**config.mk**
```make
export PLATFORM = sky130hd
export DESIGN_NAME = systolic_array_ctrl
export DESIGN_NICKNAME = d
export VERILOG_FILES = /design/src/rtl/systolic_array_ctrl.sv
export SDC_FILE = /design/constraint.sdc
export NUM_CORES = 1
export LEC_CHECK = 0
export ABC_AREA = 0
export CAP_MARGIN = 0
export CORE_MARGIN = 4
export CORE_UTILIZATION = 60
export CTS_BUF_LIST = sky130_fd_sc_hd__clkbuf_8
export CTS_CLUSTER_SIZE = 14
export DETAILED_ROUTE_END_ITERATION = 10
export PLACE_DENSITY = 0.84
export SLEW_MARGIN = 40
export SYNTH_ARGS = -nofsm -noshare
export SYNTH_HDL_FRONTEND = slang
export SYNTH_SLANG_ARGS = --single-unit
```
**constraint.sdc**
```tcl
create_clock -name i_clk -period 8.4 [get_ports i_clk]
set_input_delay 1.26 -clock i_clk [delete_from_list [all_inputs] [get_ports i_clk]]
set_output_delay 1.26 -clock i_clk [all_outputs]
set_load 0.05 [all_outputs]
```
**src/rtl/systolic_array_ctrl.sv**
```systemverilog
// Sequencer for an NxN systolic MAC array: runs FEED with skewed per-lane
// valid windows, then READ with a row handshake, then DONE to clear the PEs.

module systolic_lane_window #(
  parameter int LANE = 0,
  parameter int KW   = 8,
  parameter int CW   = 11
) (
  input  logic          en,
  input  logic [CW-1:0] t,
  input  logic [KW-1:0] k_len,
  output logic          vld
);
  // t < LANE wraps t-LANE far above any k_len, so one compare covers both bounds
  logic [CW-1:0] rel;
  assign rel = t - CW'(LANE);
  assign vld = en && (rel < CW'(k_len));
endmodule

module systolic_array_ctrl #(
  parameter int N  = 4,
  parameter int KW = 8,
  localparam int CW = KW + $clog2(2*N),
  localparam int RW = $clog2(N)
) (
  input  logic          i_clk,
  input  logic          i_rst_n,
  input  logic          i_start,
  input  logic [KW-1:0] i_kLen,
  output logic          o_busy,
  output logic          o_doProcess,
  output logic [CW-1:0] o_t,
  output logic [N-1:0]  o_aLaneValid,
  output logic [N-1:0]  o_bLaneValid,
  output logic [RW-1:0] o_rowSel,
  output logic          o_resValid,
  input  logic          i_resReady,
  output logic          o_done
);
  typedef enum logic [1:0] {IDLE, FEED, READ, DONE} state_t;

  state_t        state, state_nxt;
  logic [CW-1:0] t;
  logic [KW-1:0] k_len;
  logic [RW-1:0] row_sel;
  logic [N-1:0]  lane_vld;
  logic          feed, last_feed, row_acc, last_row;

  assign feed      = (state == FEED);
  assign last_feed = (t == CW'(k_len) + CW'(2*N-3));
  assign row_acc   = (state == READ) && i_resReady;
  assign last_row  = (row_sel == RW'(N-1));

  always_ff @(posedge i_clk) begin
    if (!i_rst_n) begin
      state   <= IDLE;
      t       <= '0;
      k_len   <= '0;
      row_sel <= '0;
    end else begin
      state <= state_nxt;
      t     <= '0;
      if (feed && !last_feed) t <= t + CW'(1);
      if (state == IDLE && i_start) k_len <= i_kLen;
      if (row_acc) row_sel <= last_row ? '0 : row_sel + RW'(1);
    end
  end

  always_comb begin
    state_nxt   = state;
    o_busy      = 1'b1;
    o_doProcess = 1'b0;
    o_resValid  = 1'b0;
    o_done      = 1'b0;
    case (state)
      IDLE: begin
        o_busy = 1'b0;
        if (i_start) state_nxt = (i_kLen == '0) ? DONE : FEED;
      end
      FEED: begin
        o_doProcess = 1'b1;
        if (last_feed) state_nxt = READ;
      end
      READ: begin
        // lanes are idle here, so zero operands leave the accumulators unchanged
        o_doProcess = 1'b1;
        o_resValid  = 1'b1;
        if (row_acc && last_row) state_nxt = DONE;
      end
      DONE: begin
        o_done    = 1'b1;
        state_nxt = IDLE;
      end
      default: state_nxt = IDLE;
    endcase
  end

  for (genvar i = 0; i < N; i++) begin : g_lane
    systolic_lane_window #(.LANE(i), .KW(KW), .CW(CW)) u_win (
      .en   (feed),
      .t    (t),
      .k_len(k_len),
      .vld  (lane_vld[i])
    );
  end

  assign o_t          = t;
  assign o_aLaneValid = lane_vld;
  assign o_bLaneValid = lane_vld;
  assign o_rowSel     = row_sel;
endmodule
```
Word-level counts from Yosys, hierarchy flattened. Index checks and enable logic that the tools add are counted.

Bits in registers: 23. Bits in latches: 0. RAM bits: 0. ROM bits: 0. Input bits: 12. Output and inout bits: 25. Word-level logic and storage cells: 46. Memories: 0.

Add/sub/neg operators: 6. $mul: 0. Divide/modulo/power cells: 0. $lt $le $gt $ge: 4. Equal/unequal tests: 8. Shift-type cells: 0. Mux-type cells: 10. Bitwise logic cells: 0. Reduce and logical (&&, ||, !) cells: 14.

Operators by type and width (count): $lt 11x8->1 (4); $sub 11x2->11 const B (2); $add 11x1->11 const B (1); $eq 11x9->1 (1); $sub 11x1->11 const B (1); $mux 2 (5); $add 8x3->9 const B (1); $logic_and 1x1->1 (8); $logic_not 8->1 (1); $pmux 2 s4 (1); $eq 2x2->1 const B (3); $mux 1 (4); $ne 2x1->1 const B (2); $reduce_and 3->1 (1); $add 2x1->2 const B (1); $eq 2x1->1 const B (1); $logic_not 2->1 (1); $ne 2x2->1 const B (1); $reduce_and 2->1 (1); $reduce_or 2->1 (1); $logic_not 1->1 (1).

Depth between registers and ports, before layout. Gate-level depths: netlist (run 1).

Word-level depth: 5. Depth in mapped cells: 13. Gate-level depth less buffers: 11.

Hierarchy. Synthesis (run 1) repeated with hierarchy kept, for this count alone.

Cell total of the unflattened synthesis: 333. Area total of the unflattened synthesis: 2620.0 µm².

By module, submodules not included: systolic_array_ctrl (instances 1, cells each 160, area each 1320.0 µm², seq. area each 460.4 µm²); systolic_lane_window at g_lane[3].u_win (instances 1, cells each 50, area each 395.4 µm², seq. area each 0.0 µm²); systolic_lane_window at g_lane[1].u_win (instances 1, cells each 50, area each 369.1 µm², seq. area each 0.0 µm²); systolic_lane_window at g_lane[2].u_win (instances 1, cells each 49, area each 354.1 µm², seq. area each 0.0 µm²); systolic_lane_window at g_lane[0].u_win (instances 1, cells each 24, area each 181.4 µm², seq. area each 0.0 µm²).

Worst setup path before layout (run 1). Ideal clock, no wire load.

Kind: register to output. Start: register t[1] (netlist: o_t[1]). End: output port o_aLaneValid[1]. Arrival time: 2953 ps. Required time: 7140 ps. Path slack: 4187 ps. Stages on the path, launching flop included: 13. Path buffers: 1. Cells stage by stage: dfxtp_1 inv_1 ha_1 inv_1 ha_1 nor2b_1 o21a_1 o21a_1 o21a_1 o21ai_0 a21oi_1 nor4_1 buf_4.

Word-level cells in the longest chain between the ends: 3.

Ends and longest elaborated chain: start, declared (RTL line 43) `logic [CW-1:0] t;`; start signal, assigned (RTL line 63) `if (feed && !last_feed) t <= t + CW'(1);`; $sub 11x1->11 (RTL line 16) `assign rel = t - CW'(LANE);`; $lt 11x8->1 (RTL line 17) `assign vld = en && (rel < CW'(k_len));`; $logic_and 1x1->1 (RTL line 17); end, declared (RTL line 33) `output logic [N-1:0] o_aLaneValid,`.

No other way between the ends.

Worst setup path in the final report (run 1).
Start: register t[1] (netlist: o_t[1]). End: output port o_aLaneValid[3].

Word-level cells in the longest chain between the ends: 3.

Ends and longest elaborated chain: $sub 11x2->11 (RTL line 16); named net g_lane[3].u_win.rel[1] (RTL line 15) `logic [CW-1:0] rel;`; $lt 11x8->1 (RTL line 17); $logic_and 1x1->1 (RTL line 17).

The timed path passes the listed nets, and every way through them passes these cells.

==> flow_summary.ini, run 1 <==
[critical_path]
critPathLaunchType = flip-flop
arrival_ns = 3.86
crit_slowest_cell = clkdlybuf4s50_1
crit_fanout = 11
path_cells = inv_1, ha_1, ha_1, nor2b_1, o21a_1, o21a_1, o21a_1, o21ai_0, a21oi_1, nor4_1, clkdlybuf4s50_1
critical_path.max_stage_delay_ns = 0.89
crit_top_cell = o21a_1
endpoint_kind = output port
cp_data_required_time_ns = 7.14
critPathKind = flip-flop to output port

[layout]
nets = 395
layout_commonest_cell = ha_1
syn2layout_area_growth_pct = 12.47
num-fill-cells = 340
drive_above_1_share_pct = 2.950
final_cell_area_mm2 = 0.002844
layout_common_cells = ha_1 (43), clkdlybuf4s50_1 (36), nor2_1 (35)
diodes = 0

[sta]
min_period_ns = 5.120
drv_slew = 0
hold_viol = 0
clock_skew_ns = 0.004341
slew_headroom_pct = 58.40
fin_crit_sh_pct = 60.95
tightest_slew_ns = 0.6232
rsz0062_at_grt = no
max_freq_mhz = 195.3
fin_setup_tns_ns = 0
setup_viol = 0

[global_routing]
antenna_found_initial = 0
grt-ovfl-total = 0
grt_max_degree = 17
grt_pass1_wl_um = 10110
grt_usage_pct = 23.36
grt_pass1_vias = 2266

[route]
vias = 2303
wl_um = 5701
dr.pass1.iters = 4
routedWlPerCell_um = 14.66
remaining_drc_errors = 0
ant_nets = 0
drt-initial-drc-count = 141
viasPerCell = 5.920

[pwr]
p_leak_nw = 1.090
ir_drop_uv = 253.5
p_per_area_mw_per_mm2 = 186.2

[logic_synthesis]
synth.distinct_cells = 44
synth.avg_cell_area_um2 = 7.829
ys_ff_latch = 23
yosys_warnings = 0
yosys_most_used_dff = dfxtp_1
synth_edf_count = 0
synth_fp_nets = 378
ys_seq_area_share_pct = 18.21
synth-async-reset-ratio_pct = 0
synthesis.area_mm2 = 0.002529
syn_inst = 323

[die]
start_util_pct = 62.76
coreArea_mm2 = 0.004029
io_pins = 37
row_count = 23
die_x_um = 72.92
die_y_um = 72.92
dieArea_mm2 = 0.005317

[clock_tree]
clockBufferDepth = 2
cts-resized-gates = 0
holdBufCountCts = 0
cts_tree = built
clkLatencyLatePin_ns = 0.27
cts_sinks = 23
htreeDepth = 1
clk_pin_slew_ns = 0.08
cts_root_buf = clkbuf_8
cts_buffers = 3
post-cts-setup-buffers = 0

[placement]
io_buffer_count = 36
dpl_cell_area_mm2 = 0.002799
dp_hpwl_um = 4495
place.gp.congestion = 0.9399

[min_path]
hold_path_class = flip-flop to flip-flop

[outcome]
outcome = finished clean

[run]
maxCapViolCount = 0
==> flip-flops by register name, summed over array words and instances, names as in the netlist <==
signal,count
k_len,8
o_rowSel,2
state,2
o_t,11
==> layout make-up <==
cell class                      instances  area, um2  share of cell area, %
Inverter                               18      67.56                  2.376
Timing Repair Buffer                   37      367.9                  12.93
Multi-Input combinational cell        257       1841                  64.72
Clock buffer                            3      41.29                  1.452
Clock inverter                          1      3.754                 0.1320
Sequential cell                        23      460.4                  16.19
Tap cell                               50      62.56                  2.200
==> where the power goes <==
part | switching (W) | total [W] | leakage (nW) | internal [W]
registers | 0.0000224 | 0.000144 | 0.187 | 0.000122
clock network | 0.0000358 | 0.0000684 | 0.0269 | 0.0000327
logic | 0.000191 | 0.000317 | 0.876 | 0.000125
total | 0.000249 | 0.000529 | 1.09 | 0.000280
==> synth_stat cells (5+ instances only) <==
cell	count	share of area [%]
dfxtp_1	23	18
a21oi_1	19	3.8
nand4_1	6	1.5
xor2_1	12	4.2
buf_4	10	3.0
clkbuf_1	9	1.3
nor2_1	35	5.2
ha_1	43	21
nand2_1	30	4.5
nand3_1	13	2.6
o21ai_0	12	2.4
xnor2_1	18	6.2
nor4_1	5	1.2
o21a_1	10	3.0
nor3_1	9	1.8
inv_1	17	2.5
==> final timing paths <==
| kind | start | end | slack [ns] | depth (start not counted) |
|---|---|---|---|---|
| setup / recovery | o_t[1] | o_aLaneValid[3] | 3.28 | 11 |
| hold / removal | k_len[7] | k_len[7] | 0.49 | 2 |
| setup reg to reg | o_t[0] | state[0] | 5.63 | 8 |
| hold reg to reg | k_len[7] | k_len[7] | 0.49 | 2 |
==> worst max-delay path: cells and delay by family, from the launching register on <==
family                   cells  cell delay [ns]
AO/OA/AOI/OAI                5             0.81
adder cells (fa/ha/maj)      2             0.62
AND/OR/NAND/NOR              2             0.47
buffers and inverters        2             1.11
flip-flops                   1             0.59
==> stage by stage <==
stage | power [W] | utilization, % | setup slack [ns] | instances | hold WS [ns]
floorplan | 0.0003920 | - | 4.187 | 323 | 0.4595
global placement | 0.0004560 | 69.29 | 3.673 | 384 | 0.4670
detailed placement | 0.0004646 | 69.47 | 3.586 | 385 | 0.4805
CTS | 0.0005353 | 70.59 | 3.269 | 389 | 0.4925
global route | 0.0005806 | 70.59 | 3.119 | 389 | 0.5242
finish | 0.0005295 | 70.59 | 3.280 | 389 | 0.4938
==> per-layer routing <==
layer  vias to the layer above  part of all wire (%)  global-route usage (%)
met4                         0                   2.8                   8.811
li1                       1164                     -                       -
met2                        77                    49                   39.78
met5                         -                     0                       0
met1                      1045                    43                   30.31
met3                        17                   5.3                   2.342
==> logic make-up after synthesis <==
group	Yosys count	synth area share [%]
adders and majority gates	43	21.28
and+or+nand+nor	114	21.18
AOI/OAI and AO/OA	70	19.94
DFF	23	18.21
buffers and inverters	43	9.005
xor gates and xnor gates	30	10.39
(Power assumes the default switching activity.)
==> run 2: changes to the inputs <==
Settings changed: CORE_UTILIZATION 60 to 51, PLACE_DENSITY 0.84 to 0.76.
Clock period 8.4 ns to 4.3 ns, I/O delays scaled along.
==> run 2 against run 1 <==
Flip-flop and latch count did not move. Critical path type unchanged. Count of clock-buffer cells in the layout did not move. Routed wire length rose by 4.5%. Sequential power increased by 97%. Critical endpoint is now o_aLaneValid[0]. Design area rose by 0.31%. Non-clock buffer count did not move. Power grew 97%.
==> flow_summary.ini, run 2 (synthesis results as in run 1) <==
[route]
drt-initial-drc-count = 96
remaining_drc_errors = 0
wl_um = 5957
ant_nets = 0
vias = 2227
dr.pass1.iters = 4
routedWlPerCell_um = 14.67
viasPerCell = 5.485

[min_path]
holdPathEnd = o_rowSel[1]
hold_path_class = flip-flop to flip-flop
hp-start = o_rowSel[1]
hold_depth = 2

[layout]
layout_common_cells = ha_1 (43), nor2_1 (35), nand2_1 (30), clkdlybuf4s50_1 (30), dfxtp_1 (23)
drive_above_1_share_pct = 5.015
largest_reg_flops = 11
final_cell_area_mm2 = 0.002853
layout_commonest_cell = ha_1
nets = 395
syn2layout_area_growth_pct = 12.82
diodes = 0

[clock_tree]
clockBufferDepth = 2
cts_sinks = 23
cts_root_buf = clkbuf_8
clk_pin_slew_ns = 0.09
cts_tree = built
post-cts-setup-buffers = 0
cts_buffers = 3
cts-resized-gates = 0
holdBufCountCts = 0
htreeDepth = 1
clkLatencyLatePin_ns = 0.28

[global_routing]
grt_max_degree = 17
grt_usage_pct = 20.58
grt_pass1_vias = 2221
grt_pass1_wl_um = 10230
grt-ovfl-total = 0
antenna_found_initial = 0

[critical_path]
reg2reg_slack_ns = 1.56
r2r-end = state[1]
crit_slowest_cell = clkdlybuf4s50_1
cp.buffers_inverters = 2
endpoint_kind = output port
r2r_start = o_t[0]
cp_data_required_time_ns = 3.65
path_cells = inv_1, ha_1, o21bai_1, a21o_1, a21o_1, a21o_1, a21oi_1, nor2_1, a211oi_1, clkdlybuf4s50_1
crit_fanout = 11
crit_family = buffers and inverters
critical_path.max_stage_delay_ns = 0.86
crit_start = o_t[1]
arrival_ns = 3.30
crit_top_cell = a21o_1
critPathKind = flip-flop to output port
critPathLaunchType = flip-flop
worstRegToRegCells = 8

[die]
dieArea_mm2 = 0.006149
row_count = 25
die_y_um = 78.42
start_util_pct = 53.18
coreArea_mm2 = 0.004755
io_pins = 37
die_x_um = 78.42

[pwr]
clock_power_share_pct = 13.5
p_sw_w = 0.0004959
switching_share_pct = 47.45
p_comb_share_pct = 59.3
p_leak_nw = 1.101
p_per_area_mw_per_mm2 = 366.4
ir_drop_uv = 442.3
p_int_w = 0.0005493
seqPwrFrac_pct = 27.2
power.total_w = 0.001045

[sta]
min_period_ns = 3.950
rsz0062_at_grt = no
fin_setup_tns_ns = 0
fin_crit_sh_pct = 91.85
slew_headroom_pct = 59.65
hold_viol = 0
setup_viol = 0
clock_skew_ns = 0.01344
max_freq_mhz = 253.2
tightest_slew_ns = 0.6044
drv_slew = 0

[placement]
io_buffer_count = 36
dp_hpwl_um = 4736
dpl_cell_area_mm2 = 0.002805
place.gp.congestion = 0.9140

[outcome]
outcome = finished clean

[run]
maxCapViolCount = 0
==> run 2: changes by cell type in the layout (fill, tap and decap cells not counted) <==
cell,delta
buf_4,+6
clkdlybuf4s50_1,-6
a2111oi_0,-1
a2111oi_1,+1
clkinv_2,+1
inv_1,-1
==> run 2: power by group through the flow <==
stage / registers [W] / logic (W) / clock network (W)
6_report: 0.000284 / 0.000620 / 0.000141
5_1_grt: 0.000289 / 0.000696 / 0.000152
4_1_cts: 0.000282 / 0.000623 / 0.000145
3_5_place_dp: 0.000287 / 0.000619 / 0
3_3_place_gp: 0.000285 / 0.000609 / 0
2_1_floorplan: 0.000284 / 0.000481 / 0
==> run 2: layout make-up <==
class                           count  area, um2
Tap cell                           67      83.83
Inverter                           18      67.56
Clock inverter                      1      5.005
Sequential cell                    23      460.4
Clock buffer                        3      41.29
Multi-Input combinational cell    257       1842
Fill cell                         448       1902
Timing Repair Buffer               37      352.8
==> run 2: per-layer routing <==
layer  share of wire [%]  global-route usage, %  wire (um)
met1                  44                  24.79       2649
met2                  52                  38.87       3085
met3                 3.0                  2.179        177
met5                   0                      0          0
met4                0.76                  4.720         45
==> run 2: worst max path at each step <==
stage	endpoint	slack, ns	cells after the start
2_1_floorplan	o_aLaneValid[1]	0.70	12
3_3_place_gp	o_bLaneValid[0]	0.74	10
3_5_place_dp	o_aLaneValid[0]	0.69	10
4_1_cts	o_aLaneValid[0]	0.37	10
5_1_grt	o_bLaneValid[1]	0.19	10
6_report	o_aLaneValid[0]	0.35	10
==> run 2: worst reg2reg max path: cells and delay by family, from the launching register on <==
family                   cells  cell delay (ns)
flip-flops                   1             0.54
buffers and inverters        1             0.14
AO/OA/AOI/OAI                3             0.85
adder cells (fa/ha/maj)      1             0.30
AND/OR/NAND/NOR              3             0.82
==> run 2: through the flow <==
stage	setup WS (ns)	std cells	util [%]	hold WS, ns
detailed placement	0.6924	402	59.00	0.4954
CTS	0.3676	406	59.97	0.5100
global placement	0.7353	402	59.00	0.4691
floorplan	0.7018	323	-	0.4595
finish	0.3503	406	60.00	0.5068
global route	0.1870	406	60.00	0.5335
==> run 3: changes to the inputs <==
Settings changed: PLACE_DENSITY 0.76 to 0.84.
==> run 3 against run 2 <==
Routed wire length is 2.7% lower. Largest cell class unchanged. Clock power about the same. Combinational power hardly changed. Core utilization barely moved. Highest routed layer unchanged.
==> flow_summary.ini, run 3 (synthesis results as in run 1) <==
[die]
row_count = 25
coreArea_mm2 = 0.004755
io_pins = 37
dieArea_mm2 = 0.006149
start_util_pct = 53.18
die_x_um = 78.42
die_y_um = 78.42

[clock_tree]
post-cts-setup-buffers = 0
cts-resized-gates = 0
clkLatencyLatePin_ns = 0.27
cts_root_buf = clkbuf_8
clk_pin_slew_ns = 0.09
holdBufCountCts = 0
cts_buffers = 3
cts_tree = built
htreeDepth = 1
cts_sinks = 23
clockBufferDepth = 2

[route]
dr.pass1.iters = 4
ant_nets = 0
drt-initial-drc-count = 129
wl_um = 5798
vias = 2309
remaining_drc_errors = 0
viasPerCell = 5.687
routedWlPerCell_um = 14.28

[placement]
io_buffer_count = 36
dp_hpwl_um = 4635
dpl_cell_area_mm2 = 0.002805
place.gp.congestion = 0.8963

[critical_path]
crit_fanout = 11
critPathKind = flip-flop to output port
critical_path.max_stage_delay_ns = 0.88
crit_top_cell = a21o_1
crit_family = buffers and inverters
crit_slowest_cell = clkdlybuf4s50_1
cp.buffers_inverters = 2
cp_data_required_time_ns = 3.65
endpoint_kind = output port
path_cells = inv_1, ha_1, o21bai_1, a21o_1, a21o_1, a21o_1, a21oi_1, nor2_1, a211oi_1, clkdlybuf4s50_1
reg2reg_slack_ns = 1.51
critPathLaunchType = flip-flop
arrival_ns = 3.31

[sta]
max_freq_mhz = 253.1
hold_viol = 0
slew_headroom_pct = 57.26
fin_crit_sh_pct = 91.88
fin_setup_tns_ns = 0
tightest_slew_ns = 0.6402
clock_skew_ns = 0.008519
setup_viol = 0
rsz0062_at_grt = no
drv_slew = 0
min_period_ns = 3.951

[layout]
final_cell_area_mm2 = 0.002851
nets = 395
layout_commonest_cell = ha_1
layout_common_cells = ha_1 (43), nor2_1 (35), nand2_1 (30), clkdlybuf4s50_1 (30), dfxtp_1 (23)
largest_reg_flops = 11
diodes = 0
syn2layout_area_growth_pct = 12.77
drive_above_1_share_pct = 5.015
num-fill-cells = 437

[global_routing]
grt_use_met1_pct = 22.79
grt_max_degree = 17
antenna_found_initial = 0
grt-ovfl-total = 0
use_met2_pct = 34.50
grt_most_used_layer = met2
grt_usage_pct = 19.14
grt_pass1_wl_um = 9673
grt_pass1_vias = 2195
met3_usage_pct = 1.720

[pwr]
p_per_area_mw_per_mm2 = 364.6
ir_drop_uv = 424.8
p_leak_nw = 1.101

[outcome]
outcome = finished clean

[run]
maxCapViolCount = 0

[min_path]
hold_path_class = flip-flop to flip-flop
run 3: cell type report:
cell class | instances | area (um2) | share of cell area (%)
repair buffers | 37 | 352.8 | 12.37
clock inverters | 1 | 5.005 | 0.1755
multi-input cells | 257 | 1841 | 64.55
clock buffers | 3 | 41.29 | 1.448
flip-flops and latches | 23 | 460.4 | 16.15
inverters | 18 | 67.56 | 2.369
well taps | 67 | 83.83 | 2.940
run 3: worst reg2reg max path: stages, from the launching register on:
cell and delay (ns):
dfxtp_1 0.55, inv_1 0.14, ha_1 0.30, or4_1 0.55
nor2_1 0.20, o2111ai_4 0.17, o211ai_1 0.48, buf_4 0.25
nor2_1 0.04
run 3: worst paths after layout:
kind / startpoint / end / depth (start not counted)
min: o_rowSel[1] / o_rowSel[1] / 2
max: o_t[1] / o_aLaneValid[0] / 10
max reg2reg: o_t[0] / o_t[0] / 8
min reg2reg: o_rowSel[1] / o_rowSel[1] / 2
run 3: through the flow:
stage	utilization (%)	hold WS (ns)	cells	total power (W)	setup slack (ns)
CTS	59.97	0.4923	406	0.001046	0.3795
detailed placement	59.00	0.4774	402	0.0009046	0.6843
global route	59.97	0.5308	406	0.001125	0.1573
finish	59.97	0.4912	406	0.001040	0.3492
global placement	59.00	0.4728	402	0.0008907	0.7201
floorplan	-	0.4595	323	0.0007657	0.7018
run 3: metal layers:
metal / up-vias / routed length (um)
met5: - / 0
met4: 0 / 155
met3: 15 / 171
met2: 63 / 2871
met1: 1066 / 2601
li1: 1165 / -
run 3: power breakdown:
group          switching, W  leakage [nW]  internal, W
registers         0.0000440         0.187     0.000238
clock network     0.0000737        0.0255    0.0000649
logic              0.000374         0.888     0.000245
total              0.000491          1.10     0.000548
